**config.mk**
```make
export PLATFORM = sky130hd
export DESIGN_NAME = if_stage
export DESIGN_NICKNAME = d
export VERILOG_FILES = /design/src/rtl/if_stage_pkg.sv /design/src/rtl/if_stage_pc_next_sel.sv /design/src/rtl/if_stage.sv
export SDC_FILE = /design/constraint.sdc
export NUM_CORES = 1
export LEC_CHECK = 0
export ABC_AREA = 1
export ABC_CLOCK_PERIOD_IN_PS = 2000
export CORE_AREA = 2 2 131 133
export CTS_CLUSTER_SIZE = 30
export DETAILED_ROUTE_END_ITERATION = 10
export DIE_AREA = 0 0 133 135
export PLACE_DENSITY = 0.69
export SYNTH_ARGS = -nofsm -noshare
export SYNTH_HDL_FRONTEND = slang
export SYNTH_SLANG_ARGS = --single-unit
```
**constraint.sdc**
```tcl
create_clock -name clk -period 2 [get_ports clk]
set_input_delay 0.2 -clock clk [delete_from_list [all_inputs] [get_ports clk]]
set_output_delay 0.2 -clock clk [all_outputs]
set_load 0.1 [all_outputs]
```
**src/rtl/if_stage_pkg.sv**
```systemverilog
// Shared definitions for the instruction-fetch stage: bus widths, reset and
// chip-enable levels, default PC/NOP words, FSM state encoding and the
// sequential PC increment.
package if_stage_pkg;

    localparam int InstAddrBus = 32;
    localparam int InstBus     = 32;

    typedef logic [InstAddrBus-1:0] inst_addr_t;
    typedef logic [InstBus-1:0]     inst_t;

    localparam inst_addr_t ZeroWord = 32'h0000_0000;
    localparam inst_t      NOP_INST = 32'h0000_0000;
    localparam inst_addr_t RESET_PC = 32'h0000_0000;

    localparam logic ChipEnable  = 1'b1;
    localparam logic ChipDisable = 1'b0;
    localparam logic RstEnable   = 1'b0;  // reset asserted when low

    typedef enum logic [1:0] {
        IDLE  = 2'd0,
        FETCH = 2'd1,
        HOLD  = 2'd2
    } fetch_state_e;

    // Sequential fetch step; wraps naturally modulo 2^32.
    function automatic inst_addr_t pc_inc(input inst_addr_t pc);
        return pc + 32'd4;
    endfunction

endpackage

```
**src/rtl/if_stage_pc_next_sel.sv**
```systemverilog
// Next-PC selector for the fetch stage. Purely combinational; priority is
// flush > stall (hold) > live branch > pending redirect > sequential.
// 'advance' marks an edge on which the current instruction moves to decode.
module pc_next_sel
    import if_stage_pkg::*;
(
    input  logic       active,
    input  logic       flush,
    input  logic       stall,
    input  logic       branch,
    input  logic       pend_valid,
    input  inst_addr_t pc,
    input  inst_addr_t new_pc,
    input  inst_addr_t branch_target,
    input  inst_addr_t pend_target,
    output inst_addr_t next_pc,
    output logic       advance
);

    // Pick the address the fetch PC takes on the coming edge.
    always_comb begin
        // NOTE: every output gets a default first so no path leaves it unassigned, which would infer a latch.
        next_pc = pc;
        advance = 1'b0;
        if (active) begin
            if (flush) begin
                next_pc = new_pc;
            end else if (!stall) begin
                advance = 1'b1;
                if (branch) begin
                    next_pc = branch_target;
                end else if (pend_valid) begin
                    next_pc = pend_target;
                end else begin
                    next_pc = pc_inc(pc);
                end
            end
        end
    end

endmodule

```
**src/rtl/if_stage.sv**
```systemverilog
// Instruction-fetch stage: drives the ROM address/enable, registers the
// fetched word into the decode pipeline register, and remembers a branch
// seen during a stall so it is applied on release.
// Optional feature: define FETCH_ALIGN_CHK_EN to flag misaligned fetch
// addresses on id_excp_o (instruction replaced by NOP_INST).
module if_stage
    import if_stage_pkg::inst_addr_t, if_stage_pkg::inst_t, if_stage_pkg::fetch_state_e,
           if_stage_pkg::IDLE, if_stage_pkg::FETCH, if_stage_pkg::HOLD,
           if_stage_pkg::ZeroWord, if_stage_pkg::ChipEnable, if_stage_pkg::ChipDisable,
           if_stage_pkg::RstEnable;
#(
    parameter inst_addr_t RESET_PC = if_stage_pkg::RESET_PC,
    parameter inst_t      NOP_INST = if_stage_pkg::NOP_INST
) (
    input  logic        clk,
    input  logic        rst,
    input  logic        stall_i,
    input  logic        flush_i,
    input  logic [31:0] new_pc_i,
    input  logic        branch_flag_i,
    input  logic [31:0] branch_target_i,
    input  logic [31:0] inst_i,
    output logic [31:0] pc_o,
    output logic        ce_o,
    output logic [31:0] id_pc_o,
    output logic [31:0] id_inst_o,
    output logic        id_valid_o,
    output logic        id_excp_o
);

    fetch_state_e state_q, state_d;
    inst_addr_t   pc_q, next_pc, pend_target_q, id_pc_q;
    inst_t        id_inst_q, fetched_inst;
    logic         id_valid_q, pend_valid_q, advance, active, ce;

    assign active = (state_q != IDLE);

    pc_next_sel u_pc_next_sel (
        .active        (active),
        .flush         (flush_i),
        .stall         (stall_i),
        .branch        (branch_flag_i),
        .pend_valid    (pend_valid_q),
        .pc            (pc_q),
        .new_pc        (new_pc_i),
        .branch_target (branch_target_i),
        .pend_target   (pend_target_q),
        .next_pc       (next_pc),
        .advance       (advance)
    );

`ifdef FETCH_ALIGN_CHK_EN
    logic misaligned, id_excp_q;
    assign misaligned   = (pc_q[1:0] != 2'b00);
    assign fetched_inst = misaligned ? NOP_INST : inst_i;

    // Exception flag follows the instruction it describes; cleared by flush.
    always_ff @(posedge clk) begin
        if (rst == RstEnable) begin
            id_excp_q <= 1'b0;
        end else if (active && flush_i) begin
            id_excp_q <= 1'b0;
        end else if (advance) begin
            id_excp_q <= misaligned;
        end
    end
    assign id_excp_o = id_excp_q;
`else
    assign fetched_inst = inst_i;
    assign id_excp_o    = 1'b0;
`endif

    // FSM state register with synchronous reset into IDLE.
    always_ff @(posedge clk) begin
        // NOTE: sequential state uses non-blocking assignments so every register samples pre-edge values.
        if (rst == RstEnable) begin
            state_q <= IDLE;
        end else begin
            state_q <= state_d;
        end
    end

    // Next state and ROM enable: IDLE spends one cycle with the ROM off.
    always_comb begin
        state_d = state_q;
        ce      = ChipEnable;
        case (state_q)
            IDLE: begin
                ce      = ChipDisable;
                state_d = FETCH;
            end
            FETCH, HOLD: begin
                if (flush_i) begin
                    state_d = FETCH;
                end else if (stall_i) begin
                    state_d = HOLD;
                end else begin
                    state_d = FETCH;
                end
            end
            default: begin
                ce      = ChipDisable;
                state_d = IDLE;
            end
        endcase
    end

    // PC, decode pipeline register and pending-redirect bookkeeping.
    always_ff @(posedge clk) begin
        // NOTE: only control/datapath registers are reset; there is no storage array here to clear.
        if (rst == RstEnable) begin
            pc_q          <= RESET_PC;
            id_pc_q       <= ZeroWord;
            id_inst_q     <= NOP_INST;
            id_valid_q    <= 1'b0;
            pend_valid_q  <= 1'b0;
            pend_target_q <= ZeroWord;
        end else begin
            pc_q <= next_pc;
            if (active && flush_i) begin
                id_pc_q      <= ZeroWord;
                id_inst_q    <= NOP_INST;
                id_valid_q   <= 1'b0;
                pend_valid_q <= 1'b0;
            end else if (active && stall_i) begin
                // The latest branch seen while stalled wins.
                if (branch_flag_i) begin
                    pend_valid_q  <= 1'b1;
                    pend_target_q <= branch_target_i;
                end
            end else if (advance) begin
                id_pc_q      <= pc_q;
                id_inst_q    <= fetched_inst;
                id_valid_q   <= 1'b1;
                pend_valid_q <= 1'b0;
            end
        end
    end

    assign pc_o       = pc_q;
    assign ce_o       = ce;
    assign id_pc_o    = id_pc_q;
    assign id_inst_o  = id_inst_q;
    assign id_valid_o = id_valid_q;

endmodule

```
==> metrics.txt, run 1 <==
Worst R2R Path Depth 9; sequential share of power between 30 and 40%; largest net degree at the start of global routing 67; aggregate routed wire length between 20 and 25 mm; YS warnings 0; Port-buffer cells a little under 200; combinational group share of total power roughly a quarter; Iteration-0 DRC Markers around 440; max-cap violation count 0; Pins Over Slew Limit 0; final net count 1256; Hold Vio Cnt, Final 0; switching portion of total power about a third; routed length per placed instance roughly 15 microns; slowest cell on the critical path sky130_fd_sc_hd__dfxtp_2; DRC Markers 0; global routing usage on met1 about a third; die outline area 0.0180 sq mm; startpoint kind of the worst setup timing path flip-flop; fraction of final layout cells with drive strength greater than 1 between 10% and 20%; final setup violation count 0; hold-fix buffer count after cts 0; internal power component between 5 and 6 mW; number of antenna-violating nets in the routed design 0; run status finished clean; placed wire-length estimate after detailed placement approximately 16 mm; total congestion overflow after global routing 0; Setup CP Type reg -> reg; Sink Count ~130; detailed-route via count approximately 6.8k; total chip power 7.75 mW; floorplan die height between 100 and 150 microns; Layout Utilization 55.7%; Post-synth ARST share 0%; placed cell count around 1.4k; TritonCTS buffer count 17; Static Leakage ~3.8 nW; reg-to-reg slack, setup about 180 ps; required time of the critical path roughly 2300 ps; Max H-tree Level 4; net switching power between 2 and 3 mW; number of antenna violations at the first check in global routing 0; Initial Utilization 39.8%; register area share after synthesis between 40% and 50%; Post-synth EDFFs 0; placed cell area around 0.0086 sq mm; Synth Cell Area ~0.0065 sq mm; largest stage delay on the critical path between 400 and 500 ps; Layout Area Growth over Synthesis 40.0%; I/O pins 200; 1st-pass router iterations 5; number of global-route vias before repair approximately 6.2k; Yosys cell types 36; Synth Flop Type sky130_fd_sc_hd__dfxtp_1; GRT Total Usage 22.8%; Max Fclk roughly 550 MHz; synthesized instance count ~970; Seq cells post-synth between 100 and 150; clock tree from TritonCTS built; cell row count between 40 and 50; Hold Path Stages 3; endpoint with the worst hold slack id_inst_o[28]; cells taking the most area after synthesis sky130_fd_sc_hd__dfxtp_1 40%, sky130_fd_sc_hd__nand2_1 16%, sky130_fd_sc_hd__a21oi_1 9.0%; clock slew seen by the registers of the worst setup and hold paths ~50 ps; most prevalent standard cell on the critical path sky130_fd_sc_hd__nand2_1; worst reg2reg startpoint pc_o[3]; clock group share of total power between 30% and 40%; arrival time reported for the critical path endpoint approximately 2200 ps; largest buffer count on any clock path 2; most utilized layer in the global route result met2; hold path startpoint inst_i[28]; met2 track demand over resource 35.2%; non-filler instance count after layout 1384; Mean Syn Cell Area 6.75 sq um; share of the clock period used by the worst path about nine tenths; capture point of the worst reg-to-reg path pc_o[12]; die width approximately 130 microns; Floorplan Core Area 0.0164 sq mm; Max Clock Skew roughly 8.4 ps; number of inserted filler cells in the final layout ~1.6k; post-route cell area just over 0.009 sq mm; minimum period implied by the final worst setup slack around 1800 ps; unrepaired setup endpoints after global routing no; largest fanout of any net on the critical path 6; critical path capture point type flip-flop; Yosys top cell by area sky130_fd_sc_hd__dfxtp_1; chain of cells forming the critical path ha_2, inv_1, nor2_4, nand3_2, xnor2_1, o21ai_0, nand2_1, nand2_1, a21oi_1; path category of the worst min-delay check in -> reg; Final TNS setup 0 ps; routability congestion estimate from global placement 0.899; worst skew pair latency ~420 ps; syn_nets around 1.1k; antenna diode instance count 0; via density per instance around 5; Global Route met3 Usage 4.92%; Power Density around 850 mW/mm^2; clock tree root driver cell sky130_fd_sc_hd__clkbuf_16; Yosys top cell area share between 40% and 50%; worst vdd rail ir drop ~0.6 mV; global-route wire length before repair 32.2 mm
## synthesized netlist by cell type, drive strengths merged, types with 4 or more instances
cell type	number
clkbuf	24
nor3	4
buf	35
xor2	4
a211oi	31
nand3	37
dfxtp	132
inv	59
nand2	299
nor2	137
o21ai	66
a21oi	121
## worst max-delay path by stage
stage / start / to / slack (ps) / cells after the start
after floorplan: pc_o[25] / pc_o[31] / 2 / 11
after global placement: flush_i / pend_target_q[27] / 170 / 6
after detailed placement: flush_i / pend_target_q[26] / 140 / 6
after CTS: state_q[1] / pend_target_q[29] / 120 / 8
after global routing: pc_o[3] / pc_o[12] / 70 / 9
final: pc_o[3] / pc_o[12] / 180 / 9
## layout make-up
type / count / area (sq um) / share of cell area [%]
Timing Repair Buffer: 225 / 2000 / 21.9
Sequential cell: 132 / 2670 / 29.2
Tap cell: 220 / 275 / 3.01
Inverter: 59 / 226 / 2.48
Multi-Input combinational cell: 717 / 3400 / 37.2
Clock inverter: 12 / 113 / 1.23
Clock buffer: 19 / 453 / 4.96
## metrics by stage
step / hold WS, ps / worst slack [ps]
finish: 340 / 183
global route: 338 / 65.1
CTS: 327 / 117
detailed placement: 445 / 139
global placement: 440 / 167
floorplan: 335 / 1.96
## power by group through the flow
stage / clock, mW / combinational (mW) / sequential, mW
after floorplan: 0 / 0.572 / 3.63
after global placement: 0 / 1.88 / 2.94
after detailed placement: 0 / 1.88 / 2.94
after CTS: 3.03 / 1.89 / 2.89
after global routing: 3.15 / 2.00 / 2.91
final: 2.97 / 1.89 / 2.89
## layer usage
layer / vias up / part of all wire (%)
met5: - / 0
met4: 0 / 2.0
met3: 23 / 6.8
met2: 249 / 44
met1: 3000 / 48
li1: 3508 / -
## cells by family after synthesis
family | Yosys count | synth area share [%]
AND/OR/NAND/NOR | 481 | 31.3
AO/OA/AOI/OAI | 225 | 19.0
flip-flops | 132 | 40.5
buffers and inverters | 118 | 7.76
XOR/XNOR | 7 | 0.939
adder cells (fa/ha/maj) | 3 | 0.575
other | 1 | 0.0574
## layout by cell type, fill, tap and decap left out, types with 2 or more instances in the layout
master                            instances
sky130_fd_sc_hd__nand2_1                286
sky130_fd_sc_hd__nor2_1                 121
sky130_fd_sc_hd__buf_4                  120
sky130_fd_sc_hd__a21oi_1                117
sky130_fd_sc_hd__dfxtp_1                109
sky130_fd_sc_hd__clkdlybuf4s50_1        100
sky130_fd_sc_hd__o21ai_0                 61
sky130_fd_sc_hd__inv_1                   55
sky130_fd_sc_hd__nand3_1                 35
sky130_fd_sc_hd__a211oi_1                31
sky130_fd_sc_hd__dfxtp_2                 23
sky130_fd_sc_hd__clkbuf_16               17
sky130_fd_sc_hd__nand2_2                  9
sky130_fd_sc_hd__clkinv_2                 9
sky130_fd_sc_hd__nor2_2                   7
sky130_fd_sc_hd__nor2_4                   6
sky130_fd_sc_hd__buf_12                   5
sky130_fd_sc_hd__nand2_4                  4
sky130_fd_sc_hd__o21ai_1                  4
sky130_fd_sc_hd__nor3_1                   4
sky130_fd_sc_hd__a21oi_2                  4
sky130_fd_sc_hd__xor2_1                   4
sky130_fd_sc_hd__nor2_8                   3
sky130_fd_sc_hd__xnor2_1                  3
sky130_fd_sc_hd__o211ai_1                 3
sky130_fd_sc_hd__inv_2                    2
sky130_fd_sc_hd__inv_4                    2
sky130_fd_sc_hd__nand3_2                  2
sky130_fd_sc_hd__ha_2                     2
sky130_fd_sc_hd__bufinv_16                2
sky130_fd_sc_hd__clkbuf_8                 2
## registers in the layout, summed over array words and instances, names as in the netlist
name           cells
pc_o              32
id_valid_o         1
state_q            2
id_inst_o         32
id_pc_o           32
pend_valid_q       1
pend_target_q     32
## worst max-delay path, delay by kind of cell (launching register included)
kind	cells	cell delay (ps)
AOI/OAI and AO/OA	2	230
xor gates and xnor gates	1	250
adders and majority gates	1	260
buffers and inverters	1	100
DFF	1	410
and+or+nand+nor	4	490
## timing repair
| item | 4_1_cts | 5_1_grt |
|---|---|---|
| endpoints found under the setup margin | 0 | 9 |
| setup buffers | 0 | 0 |
| gates resized for setup | 0 | 5 |
Power figures use the tool's default switching activity.
==> run 2: changes to the inputs <==
Settings changed: GPL_TIMING_DRIVEN set to 0.
==> run 2 against run 1 <==
Net effect:
- clock-buffer cell count rose by 6
- first-iteration DRC count rose by 20%
- global-route usage increased by 1.9 points
- cell count is 2.1% higher
- clock skew about the same
- core utilization increased by 0.57 points
- combinational power decreased by 3%
- via count rose by 4.0%
- sequential power about the same
==> metrics.txt, run 2 (synthesized netlist as in run 1, its figures left out) <==
crit path launch pc_o[12]; Power Density 827 mW/mm^2 (-2.4%); Static Leakage 4.05 nW (+6.2%); max-cap violation count 0 (unchanged); TritonCTS buffer count 17 (unchanged); combinational group share of total power 24.1% (-0.3 points); largest fanout of any net on the critical path 6 (unchanged); Layout Area Growth over Synthesis 41.4%; fraction of final layout cells with drive strength greater than 1 10.8% (-8.2 points); final setup violation count 0 (unchanged); path category of the worst min-delay check in -> reg; clock tree root driver cell sky130_fd_sc_hd__clkbuf_16; routability congestion estimate from global placement 0.955 (+6.2%); kind of cell with the highest combined delay on the critical path buffers and inverters; unrepaired setup endpoints after global routing yes; number of antenna-violating nets in the routed design 0 (unchanged); share of the clock period used by the worst path 96.7% (+5.9 points); routed length per placed instance 15.8 microns (+5.7%); Tightest Pin Transition between 1000 and 1500 ps; arrival time reported for the critical path endpoint 1730 ps (-430 ps); die outline area 0.0180 sq mm (unchanged); switching portion of total power 33.5% (+0.49 points); Hold Vio Cnt, Final 0 (unchanged); detailed-route via count 7054 (+4.0%); net switching power 2.56 mW (about the same); floorplan die height 135 microns (unchanged); clock tree from TritonCTS built; 1st-pass router iterations 5 (unchanged); chain of cells forming the critical path dlygate4sd2_1; Setup CP Type reg -> out; total congestion overflow after global routing 0 (unchanged); internal power component 5.08 mW (-2.2%); global routing usage on met1 31.7% (-0.30 points); aggregate routed wire length 22.3 mm (+8.0%); number of inserted filler cells in the final layout 1644 (+4.3%); Iteration-0 DRC Markers 526 (+20%); global-route wire length before repair 34.4 mm (+7.0%); worst path bufs/invs 1 (unchanged); post-route cell area 0.00923 sq mm (+1.0%); most frequent cells in the layout 286 x sky130_fd_sc_hd__nand2_1, 119 x sky130_fd_sc_hd__nor2_1, 117 x sky130_fd_sc_hd__a21oi_1; met2 track demand over resource 40.9% (+5.7 points); worst reg2reg startpoint state_q[0]; Max Clock Skew 8.61 ps (+0.252 ps); sequential share of power 37.9% (+0.6 points); Global Route met3 Usage 4.95% (+0.038 points); critical path capture point type output port; final net count 1286 (+2.4%); worst skew pair latency 420 ps (about the same); largest buffer count on any clock path 2 (unchanged); required time of the critical path 1800 ps (-540 ps); Pins Over Slew Limit 0 (unchanged); clock group share of total power 38.0% (-0.3 points); via density per instance 4.99 (+1.9%); GRT Total Usage 24.7% (+1.9 points); most utilized layer in the global route result met2; Initial Utilization 39.8% (unchanged); Max H-tree Level 4 (unchanged); most common library cell in the layout ignoring fill and taps sky130_fd_sc_hd__nand2_1; startpoint kind of the worst setup timing path flip-flop; largest stage delay on the critical path 920 ps (+510 ps); minimum period implied by the final worst setup slack 1930 ps (+118 ps); Port-buffer cells 196 (-1.0%); die width 133 microns (unchanged); DRC Markers 0 (unchanged); antenna diode instance count 0 (unchanged); relative slew slack a little under a third; tightest hold margin 317 ps (-22.9 ps); cell row count 47 (unchanged); placed wire-length estimate after detailed placement 17.5 mm (+13%); Max Fclk 517 MHz (-6.1%); clock slew seen by the registers of the worst setup and hold paths 50 ps (about the same); number of antenna violations at the first check in global routing 0 (unchanged); placed cell area 0.00880 sq mm (+2.7%); Layout Utilization 56.3% (+0.57 points); I/O pins 200 (unchanged); number of global-route vias before repair 6580 (+6.3%); largest net degree at the start of global routing 17 (-75%); worst vdd rail ir drop 0.600 mV (+0.48%); slowest cell on the critical path sky130_fd_sc_hd__dlygate4sd2_1; run status finished clean; hold path startpoint flush_i; Floorplan Core Area 0.0164 sq mm (unchanged); Sink Count 132 (unchanged)
## run 2: cell count changes in the layout (fill, tap and decap cells not counted), moves of 5 or more
cell / delta
sky130_fd_sc_hd__buf_4: -112
sky130_fd_sc_hd__dlygate4sd2_1: +96
sky130_fd_sc_hd__clkbuf_1: +27
sky130_fd_sc_hd__buf_2: +25
sky130_fd_sc_hd__buf_12: -5
sky130_fd_sc_hd__clkinv_2: -5
## run 2: path summary, 6_finish.rpt
kind	slack [ps]	cells past startpoint	end
hold / removal	320	5	pc_o[0]
setup / recovery	70	1	pc_o[12]
setup reg to reg	110	8	pc_o[11]
hold reg to reg	460	2	pend_target_q[26]
## run 2: what timing repair did
item,4_1_cts,5_1_grt
gates resized for setup,101,10
cloned,0,0
setup buffers,0,0
hold buffers,0,0
hold endpoints to repair,0,0
setup endpoints to repair,98,32
## run 2: stage by stage
step / setup TNS (ps) / setup WS, ps / std cells / power [mW]
after floorplan: 0 / 1.96 / 967 / 4.20
after global placement: 0 / 2.94 / 1383 / 4.83
after detailed placement: -15.4 / -13.0 / 1383 / 4.84
after CTS: 0 / 2.19 / 1413 / 7.67
after global routing: -27.7 / -17.0 / 1413 / 7.92
final: 0 / 65.8 / 1413 / 7.64
## run 2: power by group through the flow
stage / Clock [mW] / Sequential [mW] / Combinational (mW)
after floorplan: 0 / 3.63 / 0.572
after global placement: 0 / 2.94 / 1.89
after detailed placement: 0 / 2.95 / 1.89
after CTS: 2.95 / 2.89 / 1.83
after global routing: 3.07 / 2.91 / 1.95
final: 2.90 / 2.89 / 1.84
## run 2: area by class of cell
cell class                      instances  area [sq um]  area share [%]
Sequential cell                       132          2670            28.9
Inverter                               59           224            2.43
Buffer                                 59           284            3.08
Clock buffer                           25           495            5.37
Multi-Input combinational cell        717          3400            36.8
Timing Repair Buffer                  196          1840            19.9
Clock inverter                          5          50.0           0.542
Tap cell                              220           275            2.98
## run 2: per-layer routing
| layer | share of wire [%] | vias up |
|---|---|---|
| met5 | 0 | - |
| met2 | 46 | 302 |
| met3 | 7.1 | 43 |
| met1 | 44 | 3144 |
| met4 | 2.9 | 0 |
| li1 | - | 3565 |
==> run 3: changes to the inputs <==
Settings changed: GPL_TIMING_DRIVEN 0 to unset.
==> results of run 3 <==
No change in the layout: final DEF, timing and power equal those of run 1.
